$ cat src/rtl/source_pkg.sv
// Shared widths and opcode encodings for the source register-file processor.
// The ALU and the register-file top both import this package.
package source_pkg;

    localparam int DATA_W = 8;
    localparam int ADDR_W = 4;
    localparam int DEPTH  = 16;

    typedef enum logic [3:0] {
        OP_ADD = 4'h0,
        OP_SUB = 4'h1,
        OP_AND = 4'h2,
        OP_OR  = 4'h3,
        OP_XOR = 4'h4,
        OP_NOT = 4'h5,
        OP_SHL = 4'h6,
        OP_SHR = 4'h7,
        OP_ROL = 4'h8,
        OP_ROR = 4'h9,
        OP_MOV = 4'hA,
        OP_INC = 4'hB,
        OP_DEC = 4'hC,
        OP_LDI = 4'hD,
        OP_SLT = 4'hE,
        OP_NOP = 4'hF
    } opcode_e;

endpackage

$ cat src/rtl/source_alu.sv
// Combinational 8-bit result unit for one instruction.
// All arithmetic wraps modulo 256; shift and rotate amounts use b[2:0].
module source_alu
    import source_pkg::*;
(
    input  opcode_e           op,
    input  logic [DATA_W-1:0] a,
    input  logic [DATA_W-1:0] b,
    input  logic [DATA_W-1:0] imm,
    output logic [DATA_W-1:0] res
);

    logic [2:0]            sh;
    logic [2*DATA_W-1:0]   rol_wide;
    logic [2*DATA_W-1:0]   ror_wide;

    // Rotates come from shifting a doubled copy of a and keeping one byte.
    assign sh       = b[2:0];
    assign rol_wide = {a, a} << sh;
    assign ror_wide = {a, a} >> sh;

    always_comb begin
        res = '0;
        case (op)
            OP_ADD: res = a + b;
            OP_SUB: res = a - b;
            OP_AND: res = a & b;
            OP_OR:  res = a | b;
            OP_XOR: res = a ^ b;
            OP_NOT: res = ~a;
            OP_SHL: res = a << sh;
            OP_SHR: res = a >> sh;
            OP_ROL: res = rol_wide[2*DATA_W-1:DATA_W];
            OP_ROR: res = ror_wide[DATA_W-1:0];
            OP_MOV: res = a;
            OP_INC: res = a + 8'd1;
            OP_DEC: res = a - 8'd1;
            OP_LDI: res = imm;
            OP_SLT: res = {7'd0, (a < b)};
            OP_NOP: res = '0;
            default: res = '0;
        endcase
    end

endmodule

$ cat src/rtl/source.sv
// 16x8 register file executing one instruction per clock edge.
// Operands read pre-edge contents; the result lands in mem[D] after the edge.
module source
    import source_pkg::*;
(
    input  logic                    clk,
    input  logic                    rst_n,
    input  logic [15:0]             instruction,
    output logic [DEPTH*DATA_W-1:0] memory,
    output logic [DATA_W-1:0]       r1,
    output logic [DATA_W-1:0]       r2,
    output logic [DATA_W-1:0]       r3
);

    logic [DATA_W-1:0] mem_reg [DEPTH];
    logic [DATA_W-1:0] r1_reg;
    logic [DATA_W-1:0] r2_reg;
    logic [DATA_W-1:0] r3_reg;

    opcode_e           op;
    logic [ADDR_W-1:0] addr_a;
    logic [ADDR_W-1:0] addr_b;
    logic [ADDR_W-1:0] addr_d;
    logic [DATA_W-1:0] opnd_a;
    logic [DATA_W-1:0] opnd_b;
    logic [DATA_W-1:0] res_next;

    assign op     = opcode_e'(instruction[15:12]);
    assign addr_a = instruction[11:8];
    assign addr_b = instruction[7:4];
    assign addr_d = instruction[3:0];
    assign opnd_a = mem_reg[addr_a];
    assign opnd_b = mem_reg[addr_b];

    source_alu u_alu (
        .op  (op),
        .a   (opnd_a),
        .b   (opnd_b),
        .imm (instruction[11:4]),
        .res (res_next)
    );

    // Reset loads each byte with its own index so the file is self-describing.
    always_ff @(posedge clk or negedge rst_n) begin
        if (!rst_n) begin
            for (int k = 0; k < DEPTH; k++) begin
                mem_reg[k] <= DATA_W'(k);
            end
            r1_reg <= '0;
            r2_reg <= '0;
            r3_reg <= '0;
        end else begin
            r1_reg <= opnd_a;
            r2_reg <= opnd_b;
            r3_reg <= res_next;
            if (op != OP_NOP) begin
                mem_reg[addr_d] <= res_next;
            end
        end
    end

    genvar gi;
    generate
        for (gi = 0; gi < DEPTH; gi++) begin : g_mem_flat
            assign memory[DATA_W*gi +: DATA_W] = mem_reg[gi];
        end
    endgenerate

    assign r1 = r1_reg;
    assign r2 = r2_reg;
    assign r3 = r3_reg;

endmodule

$ cat config.mk
export PLATFORM = sky130hd
export DESIGN_NAME = source
export DESIGN_NICKNAME = d
export VERILOG_FILES = /design/src/rtl/source_pkg.sv /design/src/rtl/source_alu.sv /design/src/rtl/source.sv
export SDC_FILE = /design/constraint.sdc
export NUM_CORES = 1
export LEC_CHECK = 0
export CAP_MARGIN = 20
export CELL_PAD_IN_SITES_DETAIL_PLACEMENT = 1
export CELL_PAD_IN_SITES_GLOBAL_PLACEMENT = 2
export CORE_MARGIN = 1.5
export CORE_UTILIZATION = 35
export DETAILED_ROUTE_END_ITERATION = 10
export PLACE_DENSITY = 0.9
export SYNTH_ARGS = -nofsm -noshare
export SYNTH_HDL_FRONTEND = slang
export SYNTH_SLANG_ARGS = --single-unit
export TNS_END_PERCENT = 30
$ cat constraint.sdc
create_clock -name clk -period 5.2 [get_ports clk]
set_clock_uncertainty 0.05 [all_clocks]
set_input_delay 0.52 -clock clk [delete_from_list [all_inputs] [get_ports clk]]
set_output_delay 0.52 -clock clk [all_outputs]
set_load 0.1 [all_outputs]
==> impl_metrics.csv, run 1 <==
group,metric,value,unit
status,status,"finished clean",
clocking,cts_sinks,152,
setup_path,r2r-end,"memory[29]",
setup_path,path_class,"input port to register",
finish,fillers,3161,
setup_path,timing.rr.start,"memory[32]",
sta,final_max_slew_viol_count,0,
routing,dr_wl_met2,19110,µm
die,coreArea,28090,µm²
yosys,syn_inst,936,
routing,met3_length,2679,µm
sta,slew_headroom,21.40,%
job,drv_cap,0,
routing,first_pass_iters,4,
yosys,yosys-top-cells-count,"dfrtp_1, nand2_1, nor2_1",
clocking,cts_made_buffers,17,
hold_path,hold_class,"input port to asynchronous set/reset pin",
die,dieArea,29800,µm²
die,start_util,35.86,%
routing,drt_wl_total,39750,µm
yosys,yosysMostFrequentCell,"dfrtp_1",
yosys,synth_area_leader_cell,"dfrtp_1",
sta,setup_viol,0,
sta,rsz0062_at_grt,"false",
sta,setup_tns,0,ns
global_routing,grt-ovfl-total,0,
finish,area_delta_synth_final,29.00,%
clocking,cts_hold_buf,0,
yosys,synth_edf_count,0,
sta,min_period_over_period,92.50,%
sta,max_freq,207.9,MHz
yosys,synth_top_area_share,29.82,%
clocking,cts_tree,"built",
routing,drtIter0Drc,725,
yosys,yosysSeqAreaShare,38.17,%
clocking,cts.clk_slew.worst_paths,0.08,ns
routing,vias,9023,
yosys,ys_seq_elements,152,
sta,period_minus_slack,4.810,ns
die,rows,61,
yosys,syn_area,10070,µm²
placement,io_buffers,169,
setup_path,crit_arrival,5.14,ns
sta,worst_pin_slew,1.177,ns
global_routing,grt_max_degree,99,
yosys,yosysWarnings,0,
routing,wl_met1,16410,µm
clocking,cts_root_buf,"clkbuf_16",
setup_path,critPathCaptureType,"register",
yosys,syn_avg_cell_area,10.76,µm²
die,die_x,172.6,µm
setup_path,reg2regPathDepth,16,
setup_path,startpoint,"instruction[5]",
yosys,ys.flop_type,"dfrtp_1",
finish,insertedDiodeCount,0,
global_routing,grt_pass1_wl,60180,µm
yosys,ys_types,72,
clocking,postCtsSetupRepairBufs,0,
global_routing,grt_usage,26.48,%
routing,ant_nets,0,
finish,fin_nets,1177,
yosys,synth.area.top_cells,"dfrtp_1, mux4_2, dfstp_2, mux2_2, nand2_1",
setup_path,worstPathMaxFanout,21,
setup_path,crit_path_start_kind,"input port",
die,top_level_ports,170,
setup_path,required,5.53,ns
global_routing,antenna_found_initial,0,
placement,dp_hpwl,29230,µm
routing,vias_per_cell,5.960,
clocking,htreeDepth,4,
clocking,cts_resized,0,
yosys,syn-num-nets,990,
clocking,cts.path.max_buffers,2,
placement,gp_congestion,0.8915,
routing,drcViolationCount,0,
sta,hold_viol,0,
setup_path,endpoint,"memory[76]",
die,die_h,172.6,µm
yosys,synthArstFlopShare,100.0,%
global_routing,grt_pass1_vias,9485,
routing,top_layer,"met4",
setup_path,rrSetupSlack,0.75,ns
routing,wl_per_cell,26.25,µm
clocking,clkLatencyLatePin,0.45,ns
finish,largest_reg_flops,128,
finish,drive_gt1_share,23.59,%
-- per-layer routing --
metal,global-route usage (%),vias up
li1,-,3854
met2,43.73,418
met5,0,-
met1,33.88,4653
met4,11.59,0
met3,4.991,98
-- critical path, cell delays in order --
cell and delay (ns):
clkdlybuf4s50_1 0.79, buf_4 0.28, nor2b_1 0.24, nand2_1 0.07, and4_1 0.22, buf_4 0.23, ha_1 0.27, xnor2_1 0.18
o21ai_0 0.10, ha_1 0.34, nor2b_1 0.14, o21ai_0 0.16, nand2b_1 0.12, xnor2_1 0.15, a211oi_2 0.98, mux2_2 0.33
-- cell type report --
type | count | area [µm²] | share of cell area [%]
timing repair buffer | 219 | 2116 | 16.29
inverter | 32 | 120.1 | 0.9246
tap | 378 | 473.0 | 3.641
multi-input combinational | 701 | 5804 | 44.68
clock buffer | 17 | 425.4 | 3.275
clock inverter | 15 | 209.0 | 1.608
sequential | 152 | 3844 | 29.59
-- cell usage in the layout (no fill, tap or decap), drive strengths merged, types with 4 or more instances in the layout --
cell type / count
mux4: 57
nor4: 9
nor2: 76
a21o: 4
dfstp: 32
dfrtp: 120
and2: 4
o22ai: 4
a21oi: 23
a31oi: 20
clkbuf: 17
nand2: 114
nand2b: 7
buf: 54
nor3: 14
ha: 34
nand3: 24
o21ai: 82
a221oi: 9
o211ai: 7
mux2i: 39
clkdlybuf4s50: 165
clkinv: 9
xnor2: 15
mux2: 73
nor2b: 19
a22oi: 9
and4: 5
a211oi: 5
inv: 38
o21bai: 8
-- through the flow --
stage / util (%) / worst slack (ns) / area (µm²) / cells / hold slack [ns]
final: 46.25 / 0.3899 / 12990 / 1514 / 0.1129
after global routing: 46.25 / 0.1453 / 12990 / 1514 / 0.2090
after CTS: 46.25 / 0.4223 / 12990 / 1514 / 0.1771
after detailed placement: 44.00 / 0.009609 / 12360 / 1482 / 0.4544
after global placement: 44.00 / 0.1263 / 12360 / 1482 / 0.4416
after floorplan: - / 0.7131 / 10070 / 936 / 0.1744
-- cells by family (layout without fill, tap and decap cells) --
family / count (synthesis) / count (layout) / synth area share [%]
AND/OR/NAND/NOR: 280 / 280 / 12.55
XOR/XNOR: 15 / 15 / 1.305
AO/OA/AOI/OAI: 201 / 201 / 13.64
multiplexers: 169 / 169 / 25.39
buffers and inverters: 83 / 283 / 4.324
flip-flops: 152 / 152 / 38.17
adder cells (fa/ha/maj): 36 / 36 / 4.622
-- worst min-delay path by stage --
stage | startpoint | to | slack, ns | cells after the start
floorplan | rst_n | memory[0] | 0.17 | 0
global placement | memory[114] | memory[114] | 0.44 | 2
detailed placement | memory[89] | memory[89] | 0.45 | 2
CTS | rst_n | memory[19] | 0.18 | 1
global route | rst_n | r3[2] | 0.21 | 1
finish | rst_n | r3[1] | 0.11 | 1
Power of run 1 is left out: the tool's default activity adds up to more than one toggle a clock period on the data nets, which glitch-free logic cannot reach.
==> run 2: changes to the inputs <==
--- a/config.mk
+++ b/config.mk
@@ -10,6 +10,7 @@
 export CELL_PAD_IN_SITES_GLOBAL_PLACEMENT = 2
 export CORE_MARGIN = 1.5
 export CORE_UTILIZATION = 35
+export CTS_CLUSTER_DIAMETER = 40
 export DETAILED_ROUTE_END_ITERATION = 10
 export PLACE_DENSITY = 0.9
 export SYNTH_ARGS = -nofsm -noshare
==> constraint.sdc (replaced) <==
create_clock -name clk -period 4.9 [get_ports clk]
set_clock_uncertainty 0.05 [all_clocks]
set_input_delay 0.49 -clock clk [delete_from_list [all_inputs] [get_ports clk]]
set_output_delay 0.49 -clock clk [all_outputs]
set_load 0.1 [all_outputs]
==> impl_metrics.csv, run 2 (same netlist as run 1, synthesis figures left out) <==
group,metric,value,unit
sta,rsz0062_at_grt,"false",
finish,design_area,13220,µm²
routing,wl_per_cell,26.50,µm
setup_path,rrSetupSlack,0.47,ns
hold_path,hold_class,"register to register",
clocking,cts_root_buf,"clkbuf_16",
global_routing,grt_pass1_wl,61800,µm
clocking,clkLatencyLatePin,0.46,ns
finish,drive_gt1_share,24.94,%
routing,drt_wl_total,40720,µm
global_routing,antenna_found_initial,0,
sta,min_period_over_period,97.37,%
clocking,cts_resized,0,
routing,vias_per_cell,6.007,
setup_path,path_class,"input port to register",
sta,slew_headroom,32.58,%
finish,insertedDiodeCount,0,
placement,dp_hpwl,29750,µm
clocking,cts.clk_slew.worst_paths,0.08,ns
job,drv_cap,0,
routing,ant_nets,0,
sta,hold_viol,0,
sta,setup_tns,0,ns
setup_path,startpoint,"instruction[6]",
setup_path,crit_arrival,5.03,ns
routing,drtIter0Drc,918,
clocking,cts.path.max_buffers,2,
routing,vias,9232,
setup_path,crit_chain,"clkdlybuf4s50_1 > buf_12 > nor2b_1 > a221oi_1 > a21oi_1 > o211ai_1 > buf_4 > nor4_2 > nand2_1 > xnor2_1 > o21ai_0 > ha_1 > nand2_1 > a21o_1 > a21o_1 > and3_1 > mux2i_4 > buf_4 > a31oi_1",
setup_path,crit_path_start_kind,"input port",
setup_path,timing.rr.start,"memory[105]",
finish,fin_nets,1200,
finish,largest_reg_flops,128,
setup_path,worstPathMaxFanout,13,
sta,period_minus_slack,4.771,ns
finish,final_common_cell,"clkdlybuf4s50_1",
sta,max_freq,209.6,MHz
sta,setup_viol,0,
sta,worst_slack,0.1287,ns
finish,mostFrequentLayoutCells,"clkdlybuf4s50_1, dfrtp_1, nand2_1",
setup_path,slowest_delay,0.54,ns
setup_path,critPathCaptureType,"register",
die,top_level_ports,170,
routing,first_pass_iters,5,
finish,area_delta_synth_final,31.22,%
clocking,cts_tree,"built",
setup_path,crit_buf_inv,4,
die,coreArea,28090,µm²
routing,drcViolationCount,0,
global_routing,grt_max_degree,57,
status,status,"finished clean",
die,rows,61,
hold_path,min-delay-start,"memory[81]",
die,die_x,172.6,µm
setup_path,crit_path_top_delay_cell,"clkdlybuf4s50_1",
die,dieArea,29800,µm²
hold_path,whs_path_depth,2,
placement,place_ws,-0.1348,ns
sta,worst_pin_slew,1.008,ns
global_routing,grt_usage,27.37,%
sta,final_max_slew_viol_count,0,
placement,postPlaceCellArea,12570,µm²
hold_path,worstHoldEndpoint,"memory[81]",
setup_path,r2r-end,"memory[61]",
placement,gp_congestion,0.9576,
clocking,cts_made_buffers,17,
global_routing,grt-ovfl-total,0,
setup_path,reg2regPathDepth,15,
setup_path,required,5.16,ns
setup_path,crit_family,"simple AND/OR/NAND/NOR gates",
global_routing,grt_pass1_vias,9828,
placement,io_buffers,169,
clocking,cts_sinks,152,
clocking,htreeDepth,4,
die,start_util,35.86,%
die,die_h,172.6,µm
[run 2: cell types whose count changed in the layout (fill, tap and decap cells not counted), moves of 2 or more]
cell and delta:
buf_12 +5, buf_4 +16, inv_12 -2, inv_8 +3
[run 2: final cells by class]
class | instances | area (µm²)
fill | 3142 | 14870
multi-input combinational | 701 | 5799
sequential | 152 | 3844
timing repair buffer | 242 | 2360
tap | 378 | 473.0
clock buffer | 17 | 425.4
clock inverter | 15 | 193.9
inverter | 32 | 120.1
[run 2: what timing repair did]
| item | CTS | global route |
|---|---|---|
| hold endpoints to repair | 25 | 0 |
| hold buffers | 1 | 0 |
| setup buffers | 0 | 0 |
[run 2: worst max-delay path by stage]
stage	endpoint	slack [ns]	cells past startpoint
global route	memory[45]	0.05	17
finish	memory[103]	0.13	19
CTS	memory[52]	0.25	16
detailed placement	memory[52]	-0.13	17
global placement	memory[47]	-0.03	19
floorplan	memory[15]	0.41	19
[run 2: tightest hold or removal path: stages, from the launching register on]
cell     delay (ns)
dfstp_2        0.39
nand2_1        0.05
o21ai_0        0.07
[run 2: metrics by stage]
| stage | hold WS, ns | std cells | util, % |
|---|---|---|---|
| finish | 0.4685 | 1537 | 47.05 |
| global route | 0.4911 | 1537 | 47.05 |
| CTS | 0.4703 | 1536 | 47.00 |
| detailed placement | 0.4138 | 1503 | 44.76 |
| global placement | 0.4063 | 1503 | 44.76 |
| floorplan | 0.1444 | 936 | - |
[run 2: layer usage]
metal / wire [µm] / share of wire, % / GRT usage, % / up-vias
li1: - / - / - / 3891
met1: 16580 / 41 / 35.10 / 4745
met2: 19540 / 48 / 45.08 / 487
met3: 2991 / 7.3 / 5.299 / 109
met4: 1620 / 4.0 / 11.66 / 0
met5: 0 / 0 / 0.6410 / -
Power of run 2 is left out for the same reason.
